===== config.mk =====
export PLATFORM = sky130hd
export DESIGN_NAME = id_ex_stage
export DESIGN_NICKNAME = d
export VERILOG_FILES = /design/src/rtl/id_ex_stage_pkg.sv /design/src/rtl/id_ex_stage_fwd_mux.sv /design/src/rtl/id_ex_stage.sv
export SDC_FILE = /design/constraint.sdc
export NUM_CORES = 1
export LEC_CHECK = 0
export CAP_MARGIN = 25
export CORE_MARGIN = 5
export CORE_UTILIZATION = 45
export CTS_CLUSTER_DIAMETER = 30
export CTS_CLUSTER_SIZE = 8
export DETAILED_ROUTE_END_ITERATION = 8
export PLACE_DENSITY = 0.95
export SYNTH_ARGS = -nofsm -noshare
export SYNTH_HDL_FRONTEND = slang
export SYNTH_HIERARCHICAL = 1
export SYNTH_SLANG_ARGS = --single-unit
export TNS_END_PERCENT = 50

===== constraint.sdc =====
create_clock -name clk -period 4.95 [get_ports clk]
set_input_delay 0.99 -clock clk [delete_from_list [all_inputs] [get_ports clk]]
set_output_delay 0.99 -clock clk [all_outputs]
set_load 0.01 [all_outputs]

===== src/rtl/id_ex_stage_pkg.sv =====
// Shared constants, ALU op codes and the pipeline-control bundle for the
// ID/EX stage. Optional feature macro used by the stage: ID_EX_FWD_EN.
package id_ex_stage_pkg;

  localparam int WIDTH = 16;
  localparam int OPW   = 5;
  localparam int RW    = 3;

  localparam logic [OPW-1:0] OP_ADD  = 5'd0;
  localparam logic [OPW-1:0] OP_SUB  = 5'd1;
  localparam logic [OPW-1:0] OP_AND  = 5'd2;
  localparam logic [OPW-1:0] OP_OR   = 5'd3;
  localparam logic [OPW-1:0] OP_XOR  = 5'd4;
  localparam logic [OPW-1:0] OP_NOT  = 5'd5;
  localparam logic [OPW-1:0] OP_SHL  = 5'd6;
  localparam logic [OPW-1:0] OP_SHR  = 5'd7;
  localparam logic [OPW-1:0] OP_SRA  = 5'd8;
  localparam logic [OPW-1:0] OP_ROL  = 5'd9;
  localparam logic [OPW-1:0] OP_ROR  = 5'd10;
  localparam logic [OPW-1:0] OP_SLT  = 5'd11;
  localparam logic [OPW-1:0] OP_SLTU = 5'd12;
  localparam logic [OPW-1:0] OP_MOV  = 5'd13;
  localparam logic [OPW-1:0] OP_LUI  = 5'd14;
  localparam logic [OPW-1:0] OP_LD   = 5'd15;
  localparam logic [OPW-1:0] OP_ST   = 5'd16;
  localparam logic [OPW-1:0] OP_BEQ  = 5'd17;
  localparam logic [OPW-1:0] OP_BTR  = 5'd18;

  // Control bits that travel with an instruction down the pipe.
  typedef struct packed {
    logic          valid;
    logic          wr_en;
    logic          mem_rd;
    logic          mem_wr;
    logic [RW-1:0] rd;
  } pipe_ctrl_t;

endpackage


===== src/rtl/id_ex_stage_fwd_mux.sv =====
// Operand select for one ALU input: EX/MEM result, then MEM/WB result, then
// the registered value. With ID_EX_FWD_EN undefined the registered value
// passes straight through.
module id_ex_stage_fwd_mux #(
  parameter int WIDTH = 16,
  parameter int RW    = 3
) (
  input  logic [RW-1:0]    idx,
  input  logic             used,
  input  logic [WIDTH-1:0] reg_val,
  input  logic             src1_en,
  input  logic [RW-1:0]    src1_rd,
  input  logic [WIDTH-1:0] src1_data,
  input  logic             src2_en,
  input  logic [RW-1:0]    src2_rd,
  input  logic [WIDTH-1:0] src2_data,
  output logic [WIDTH-1:0] val
);

`ifdef ID_EX_FWD_EN
  // The nearer producer (src1 = EX/MEM) wins when both match.
  always_comb begin
    val = reg_val;
    if (used && src1_en && (src1_rd == idx)) begin
      val = src1_data;
    end else if (used && src2_en && (src2_rd == idx)) begin
      val = src2_data;
    end
  end
`else
  logic unused_src;
  assign unused_src = ^{idx, used, src1_en, src1_rd, src1_data,
                        src2_en, src2_rd, src2_data};

  // No forwarding: hazards are resolved by stalling instead.
  always_comb begin
    val = reg_val;
  end
`endif

endmodule


===== src/rtl/id_ex_stage.sv =====
// ID/EX pipeline register with forwarding muxes in front of the ALU,
// load-use bubble insertion, hold and flush.
// Macro ID_EX_FWD_EN enables forwarding; without it every RAW hazard stalls.
module id_ex_stage
  import id_ex_stage_pkg::*;
#(
  parameter int WIDTH = id_ex_stage_pkg::WIDTH,
  parameter int OPW   = id_ex_stage_pkg::OPW,
  parameter int RW    = id_ex_stage_pkg::RW
) (
  input  logic             clk,
  input  logic             rst,
  input  logic             in_valid,
  input  logic [WIDTH-1:0] in_A,
  input  logic [WIDTH-1:0] in_B,
  input  logic [OPW-1:0]   in_Op,
  input  logic [RW-1:0]    in_rs,
  input  logic [RW-1:0]    in_rt,
  input  logic [RW-1:0]    in_rd,
  input  logic             in_rs_used,
  input  logic             in_rt_used,
  input  logic             in_use_imm,
  input  logic             in_wr_en,
  input  logic             in_mem_rd,
  input  logic             in_mem_wr,
  input  logic             ext_stall,
  input  logic             flush,
  input  logic             exmem_wr_en,
  input  logic             memwb_wr_en,
  input  logic [RW-1:0]    exmem_rd,
  input  logic [RW-1:0]    memwb_rd,
  input  logic [WIDTH-1:0] exmem_data,
  input  logic [WIDTH-1:0] memwb_data,
  output logic             ex_valid,
  output logic [WIDTH-1:0] ex_A,
  output logic [WIDTH-1:0] ex_B,
  output logic [OPW-1:0]   ex_Op,
  output logic [RW-1:0]    ex_rd,
  output logic             ex_wr_en,
  output logic             ex_mem_rd,
  output logic             ex_mem_wr,
  output logic [WIDTH-1:0] ex_store_data,
  output logic             hazard_stall
);

  pipe_ctrl_t       ctrl_q;
  logic [WIDTH-1:0] a_q, b_q, st_q;
  logic [OPW-1:0]   op_q;
  logic [RW-1:0]    rs_q, rt_q;
  logic             rs_used_q, rt_used_q, use_imm_q;

  logic             hazard_raw;
  logic             kill;
  logic             hit_ex;

  // Does the decode instruction read register r? Stores read rt even when
  // the B operand slot carries an immediate.
  function automatic logic reads_reg(input logic [RW-1:0] r,
                                     input logic [RW-1:0] rs, input logic [RW-1:0] rt,
                                     input logic rs_used, input logic rt_used,
                                     input logic use_imm, input logic mem_wr);
    return (rs_used && rs == r) || (rt_used && !use_imm && rt == r) ||
           (mem_wr && rt == r);
  endfunction

  assign hit_ex = reads_reg(ctrl_q.rd, in_rs, in_rt, in_rs_used, in_rt_used,
                            in_use_imm, in_mem_wr);

`ifdef ID_EX_FWD_EN
  // Only a load in EX cannot be forwarded in time.
  assign hazard_raw = ctrl_q.valid && ctrl_q.mem_rd && ctrl_q.wr_en &&
                      in_valid && hit_ex;
`else
  logic hit_exmem, hit_memwb;
  assign hit_exmem = reads_reg(exmem_rd, in_rs, in_rt, in_rs_used, in_rt_used,
                               in_use_imm, in_mem_wr);
  assign hit_memwb = reads_reg(memwb_rd, in_rs, in_rt, in_rs_used, in_rt_used,
                               in_use_imm, in_mem_wr);
  // Any pending writer of a source register stalls decode.
  assign hazard_raw = in_valid && ((ctrl_q.valid && ctrl_q.wr_en && hit_ex) ||
                                   (exmem_wr_en && hit_exmem) ||
                                   (memwb_wr_en && hit_memwb));
`endif

  assign hazard_stall = hazard_raw && !flush;
  // A flush, or a load-use bubble not overridden by a hold, empties the slot.
  assign kill = flush || (hazard_stall && !ext_stall);

  // Three operand selects: 0 = A on rs, 1 = B on rt (not for immediates),
  // 2 = store data on rt regardless of the immediate.
  logic [RW-1:0]    sel_idx  [3];
  logic             sel_used [3];
  logic [WIDTH-1:0] sel_reg  [3];
  logic [WIDTH-1:0] sel_out  [3];

  assign sel_idx[0]  = rs_q;
  assign sel_used[0] = rs_used_q;
  assign sel_reg[0]  = a_q;
  assign sel_idx[1]  = rt_q;
  assign sel_used[1] = rt_used_q && !use_imm_q;
  assign sel_reg[1]  = b_q;
  assign sel_idx[2]  = rt_q;
  assign sel_used[2] = 1'b1;
  assign sel_reg[2]  = st_q;

  generate
    for (genvar gi = 0; gi < 3; gi++) begin : g_fwd
      id_ex_stage_fwd_mux #(.WIDTH(WIDTH), .RW(RW)) u_mux (
        .idx      (sel_idx[gi]),
        .used     (sel_used[gi]),
        .reg_val  (sel_reg[gi]),
        .src1_en  (exmem_wr_en),
        .src1_rd  (exmem_rd),
        .src1_data(exmem_data),
        .src2_en  (memwb_wr_en),
        .src2_rd  (memwb_rd),
        .src2_data(memwb_data),
        .val      (sel_out[gi])
      );
    end
  endgenerate

  // Pipeline register: clear, hold (re-capturing forwarded operands), or load.
  always_ff @(posedge clk) begin
    if (rst || kill) begin
      ctrl_q    <= '0;
      a_q       <= '0;
      b_q       <= '0;
      st_q      <= '0;
      op_q      <= '0;
      rs_q      <= '0;
      rt_q      <= '0;
      rs_used_q <= 1'b0;
      rt_used_q <= 1'b0;
      use_imm_q <= 1'b0;
    end else if (ext_stall) begin
      a_q  <= sel_out[0];
      b_q  <= sel_out[1];
      st_q <= sel_out[2];
    end else begin
      ctrl_q.valid  <= in_valid;
      ctrl_q.wr_en  <= in_wr_en;
      ctrl_q.mem_rd <= in_mem_rd;
      ctrl_q.mem_wr <= in_mem_wr;
      ctrl_q.rd     <= in_rd;
      a_q           <= in_A;
      b_q           <= in_B;
      st_q          <= in_B;
      op_q          <= in_Op;
      rs_q          <= in_rs;
      rt_q          <= in_rt;
      rs_used_q     <= in_rs_used;
      rt_used_q     <= in_rt_used;
      use_imm_q     <= in_use_imm;
    end
  end

  assign ex_valid      = ctrl_q.valid;
  assign ex_wr_en      = ctrl_q.wr_en && ctrl_q.valid;
  assign ex_mem_rd     = ctrl_q.mem_rd && ctrl_q.valid;
  assign ex_mem_wr     = ctrl_q.mem_wr && ctrl_q.valid;
  assign ex_rd         = ctrl_q.rd;
  assign ex_Op         = op_q;
  assign ex_A          = sel_out[0];
  assign ex_B          = sel_out[1];
  assign ex_store_data = sel_out[2];

endmodule


==> run_results.csv <==
group,metric,value,unit
outcome,status,"finished, final reports clean",
setup_path,crit_top_cell,"clkdlybuf4s50_1",
clocking,cts_setup_buffers,0,
setup_path,crit_path_end_kind,"output pin",
clocking,clock_latency,0.32,ns
flow_run,cap_violations,0,
setup_path,r2r_cells,6,
setup_path,r2r_setup_slack,2.77,ns
cells_and_area,fin_area,0.004041,mm^2
drt,drc,0,
synthesis,yosys_warnings,6,
floorplan,die-area,0.008319,mm^2
synthesis,syn_nets,390,
synthesis,synthCells,293,
timing,finalSetupTns,0,ns
cells_and_area,area_growth,36.17,%
hold_path,hp-class,"reg2reg",
global_routing,grt_max_degree,61,
timing,worst_slew_pin_slew,0.9853,ns
clocking,cts_buffer_depth,2,
clocking,cts.sinks,60,
cells_and_area,nets,456,
floorplan,die_w,91.21,um
place,place_area,0.003845,mm^2
floorplan,core_area,0.006386,mm^2
setup_path,critPathMaxStageDelay,0.57,ns
power,power,1.131,mW
clocking,h-tree-depth,3,
power,power.density,280.0,mW/mm^2
drt,via_per_inst,4.961,
floorplan,placementRows,29,
synthesis,syn_area,0.002968,mm^2
cells_and_area,final_util,0.6328,
timing,drv_slew,0,
drt,wire_per_inst,15.41,um
timing,whs,0.5174,ns
global_routing,grt_usage,0.1625,
drt,first_pass_iters,4,
timing,grt_setup_unrepaired,"no",
hold_path,worstHoldStart,"ex_valid$_SDFFE_PP0N_",
timing,fin_skew,0.007833,ns
drt,wl,6.795,mm
hold_path,hold_end,"ex_valid$_SDFFE_PP0N_",
cells_and_area,n_antenna_cell,0,
power,peakVddDrop,0.2908,mV
hold_path,whs_path_depth,2,
cells_and_area,most-common-layout-cells,"clkdlybuf4s50_1, dfxtp_1, mux2i_1",
clocking,cts_resized,0,
setup_path,cp-start-kind,"primary input",
global_routing,gr-total-overflow,0,
floorplan,ios,158,
setup_path,crit_chain,"clkdlybuf4s50_1, xnor2_1, o2111ai_1, a21boi_1, nor3_1, nor3b_1, clkdlybuf4s50_1",
timing,slew_headroom,0.3431,
floorplan,die_y,91.21,um
place,dp_hpwl,4.938,mm
timing,clock.fmax,0.2519,GHz
floorplan,start_util,0.4647,
setup_path,r2r-start,"ex_rd[1]$_SDFFE_PP0N_",
setup_path,crit_required,3.96,ns
timing,period_minus_slack,3.970,ns
clocking,clk_pin_slew,0.06,ns
drt,ant_nets,0,
setup_path,cp_max_fo,3,
clocking,cts_hold_buf,0,
cells_and_area,final_common_cell,"clkdlybuf4s50_1",
setup_path,crit_slowest_cell,"clkdlybuf4s50_1",
clocking,cts_buffers,9,
place,portBuffers,125,
synthesis,synth.avg_cell_area,10.13,um^2
timing,hold_violations,0,
global_routing,antenna_found_initial,0,
place,gp_congestion,0.8238,
drt,vias,2188,
cells_and_area,drive_above_1_share,0.09615,
global_routing,grt_pass1_wl,11.10,mm
clocking,cts_tree,"yes",
drt,drtIter0Drc,99,
setup_path,cp.arrival,2.98,ns
setup_path,r2r-end,"st_q[14]$_SDFF_PP0_",
cells_and_area,filler_cell_count,507,
timing,fin_crit_sh,0.8021,
clocking,root_buffer,"clkbuf_8",
global_routing,grt_pass1_vias,2279,
power,p_leak,1.567,nW
setup_path,worst-setup-path-type,"in2out",
timing,setup_viol,0,
-- layout make-up --
cell class,instances,area [um^2],share of cell area
Clock buffer,15,166.4,0.04118
Clock inverter,1,30.03,0.007430
Inverter,2,7.507,0.001858
Multi-Input combinational cell,157,1261,0.3121
Sequential cell,60,1201,0.2972
Tap cell,77,96.34,0.02384
Timing Repair Buffer,129,1279,0.3164
-- power breakdown --
| group | switching (mW) | internal (mW) |
|---|---|---|
| registers | 0.00923 | 0.500 |
| logic | 0.0750 | 0.111 |
| clock network | 0.175 | 0.261 |
-- worst max-delay path by stage --
stage,endpoint,start,depth (start not counted)
global placement,hazard_stall,in_rt[0],7
CTS,hazard_stall,in_rt[1],7
floorplan,hazard_stall,in_rt_used,5
detailed placement,hazard_stall,in_rt[1],7
finish,hazard_stall,in_rt[0],7
global route,hazard_stall,in_rt_used,7
-- per-layer routing --
| layer | vias up | GRT usage | wire, um |
|---|---|---|---|
| met2 | 78 | 0.2668 | 3330 |
| met4 | 0 | 0.05134 | 75 |
| met1 | 1008 | 0.1928 | 2878 |
| li1 | 1093 | - | - |
| met3 | 9 | 0.06777 | 510 |
| met5 | - | 0 | 0 |
-- flip-flops by register name (all words and copies together) (netlist names) --
name	cells
a_q	16
b_q	16
st_q	16
ex_Op	5
ctrl_q	3
ex_rd	3
ex_valid	1
-- critical path, delay by kind of cell --
kind | cells | cell delay, ns
buf+inv | 2 | 1.13
compound gates | 2 | 0.40
simple gates | 2 | 0.31
xor+xnor | 1 | 0.14
-- stage by stage --
step           cells  setup WS (ns)
4_1_cts          441         0.9999
3_5_place_dp     425          1.014
3_3_place_gp     425          1.079
2_1_floorplan    293          2.082
5_1_grt          441         0.8452
6_report         441         0.9796
No activity file was read; power rests on OpenSTA's default activity.
==> RTL change, RTL diff (same settings) <==
`RW` is set to 3 in 2 places; all go to 2.
--- a/src/rtl/id_ex_stage_pkg.sv
+++ b/src/rtl/id_ex_stage_pkg.sv
@@ -4,7 +4,7 @@
 
   localparam int WIDTH = 16;
   localparam int OPW   = 5;
-  localparam int RW    = 3;
+  localparam int RW    = 2;
 
   localparam logic [OPW-1:0] OP_ADD  = 5'd0;
   localparam logic [OPW-1:0] OP_SUB  = 5'd1;
--- a/src/rtl/id_ex_stage_fwd_mux.sv
+++ b/src/rtl/id_ex_stage_fwd_mux.sv
@@ -3,7 +3,7 @@
 // passes straight through.
 module id_ex_stage_fwd_mux #(
   parameter int WIDTH = 16,
-  parameter int RW    = 3
+  parameter int RW    = 2
 ) (
   input  logic [RW-1:0]    idx,
   input  logic             used,
Interface: changed (6 resized); port bits go from 158 to 152. The function was not compared with the original's and may differ.
==> RTL change against the original RTL <==
Clock skew about the same. Routed wire length up 2.2%. Clock power up 8.5%. Design area up 0.43%. Total power up 1.3%. Sequential cell count down 1. Synthesized area up 1.3%. Highest routed layer unchanged. Utilization down 0.085 points. Via count up 3.7%. Setup slack worse by 0.090 ns. Fmax down 2.2%.
==> RTL change: results (changes against the original RTL) <==
STA
  – Slew @ Worst Pin: 0.846 ns (was 0.985 ns)
  – Final setup skew: 0.00799 ns (was 0.00783 ns)
  – Hold_ws: 0.480 ns (was 0.517 ns)

Worst setup path
  – R2r startpoint: ex_valid (was ex_rd[1])
  – Worst-path maximum fanout: 3 (unchanged)
  – Worst r2r dst: st_q[3] (was st_q[14])
  – R2r setup slk: 3.02 ns (was 2.77 ns)
  – CP Launch Point: in_rs[1] (was in_rt[0])

Clocking
  – Clk root buf: clkbuf_8 (unchanged)
  – # Post-CTS Setup Buffers: 0 (unchanged)
  – Number of buffers created by CTS: 9 (unchanged)
  – Post-cts resize count: 0 (unchanged)

Pwr
  – Peak VDD IR: 0.140 mV (was 0.291 mV)
  – Total power: 1.15 mW (was 1.13 mW)
  – Seq pwr share: 43.6% (was 45.0%)
  – Switch Pwr: 0.267 mW (was 0.260 mW)
  – P_comb: 0.172 mW (was 0.186 mW)
  – P_leak: 1.46 nW (was 1.57 nW)

Global routing
  – GR Util All Layers: 16.2% (was 16.3%)
  – Initial antenna violation count: 0 (unchanged)
  – Met3 Track Usage GR: 5.16% (was 6.78%)
  – GR Util met1: 17.8% (was 19.3%)
  – GR Util met2: 29.0% (was 26.7%)
  – Largest net degree at the start of global routing: 53 (was 61)
  – First-pass GRT wire length: 11200 um (was 11100 um)
  – Vias in the first global route: 2371 (was 2279)

Min path
  – Hold EP: st_q[9] (was ex_valid)
  – Hold wc startpoint: st_q[9] (was ex_valid)

Outcome
  – Run status: completed (unchanged)

Final layout
  – Diode count: 0 (unchanged)
  – Non-filler instance count after layout: 449 (was 441)
  – Fin nets: 460 (was 456)
  – Layout cells sized above 1: 16.7% (was 9.62%)

Placement
  – Routability Congestion: 0.850 (was 0.824)
  – PortBufs: 119 (was 125)
  – Inst Count DP: 434 (was 425)
  – DP HPWL: 5110 um (was 4940 um)

Logic synthesis
  – Syn avg cell area: 9.83 sq um (was 10.1 sq um)
  – Syn Nets: 398 (was 390)

Route
  – Post-Route WL: 6950 um (was 6800 um)
  – Initial drt markers: 67 (was 99)
  – Vias: 2269 (was 2188)
[RTL change: critical path: stages]
cell             delay (ns)
clkdlybuf4s50_1        0.49
xor2_1                 0.21
o31ai_1                0.28
o32ai_2                0.16
and3_1                 0.21
a21oi_1                0.17
clkdlybuf4s50_1        0.57
[RTL change: area by class of cell]
cell class | count | area, sq um
fill | 510 | 2360
multi-input combinational | 170 | 1330
timing repair buffer | 124 | 1220
sequential | 59 | 1180
clock buffer | 10 | 138
tap | 77 | 96.3
clock inverter | 5 | 77.6
inverter | 4 | 15.0
[RTL change: through the flow]
step	worst slack [ns]	area (sq um)
final	0.889	4060
after global routing	0.764	4060
after CTS	0.892	4060
after detailed placement	0.908	3840
after global placement	0.962	3840
after floorplan	2.05	3010
[RTL change: layer usage]
layer,wire length (um),part of all wire (%)
met4,84,1.2
met5,0,0
met3,516,7.4
met2,3570,51
met1,2780,40
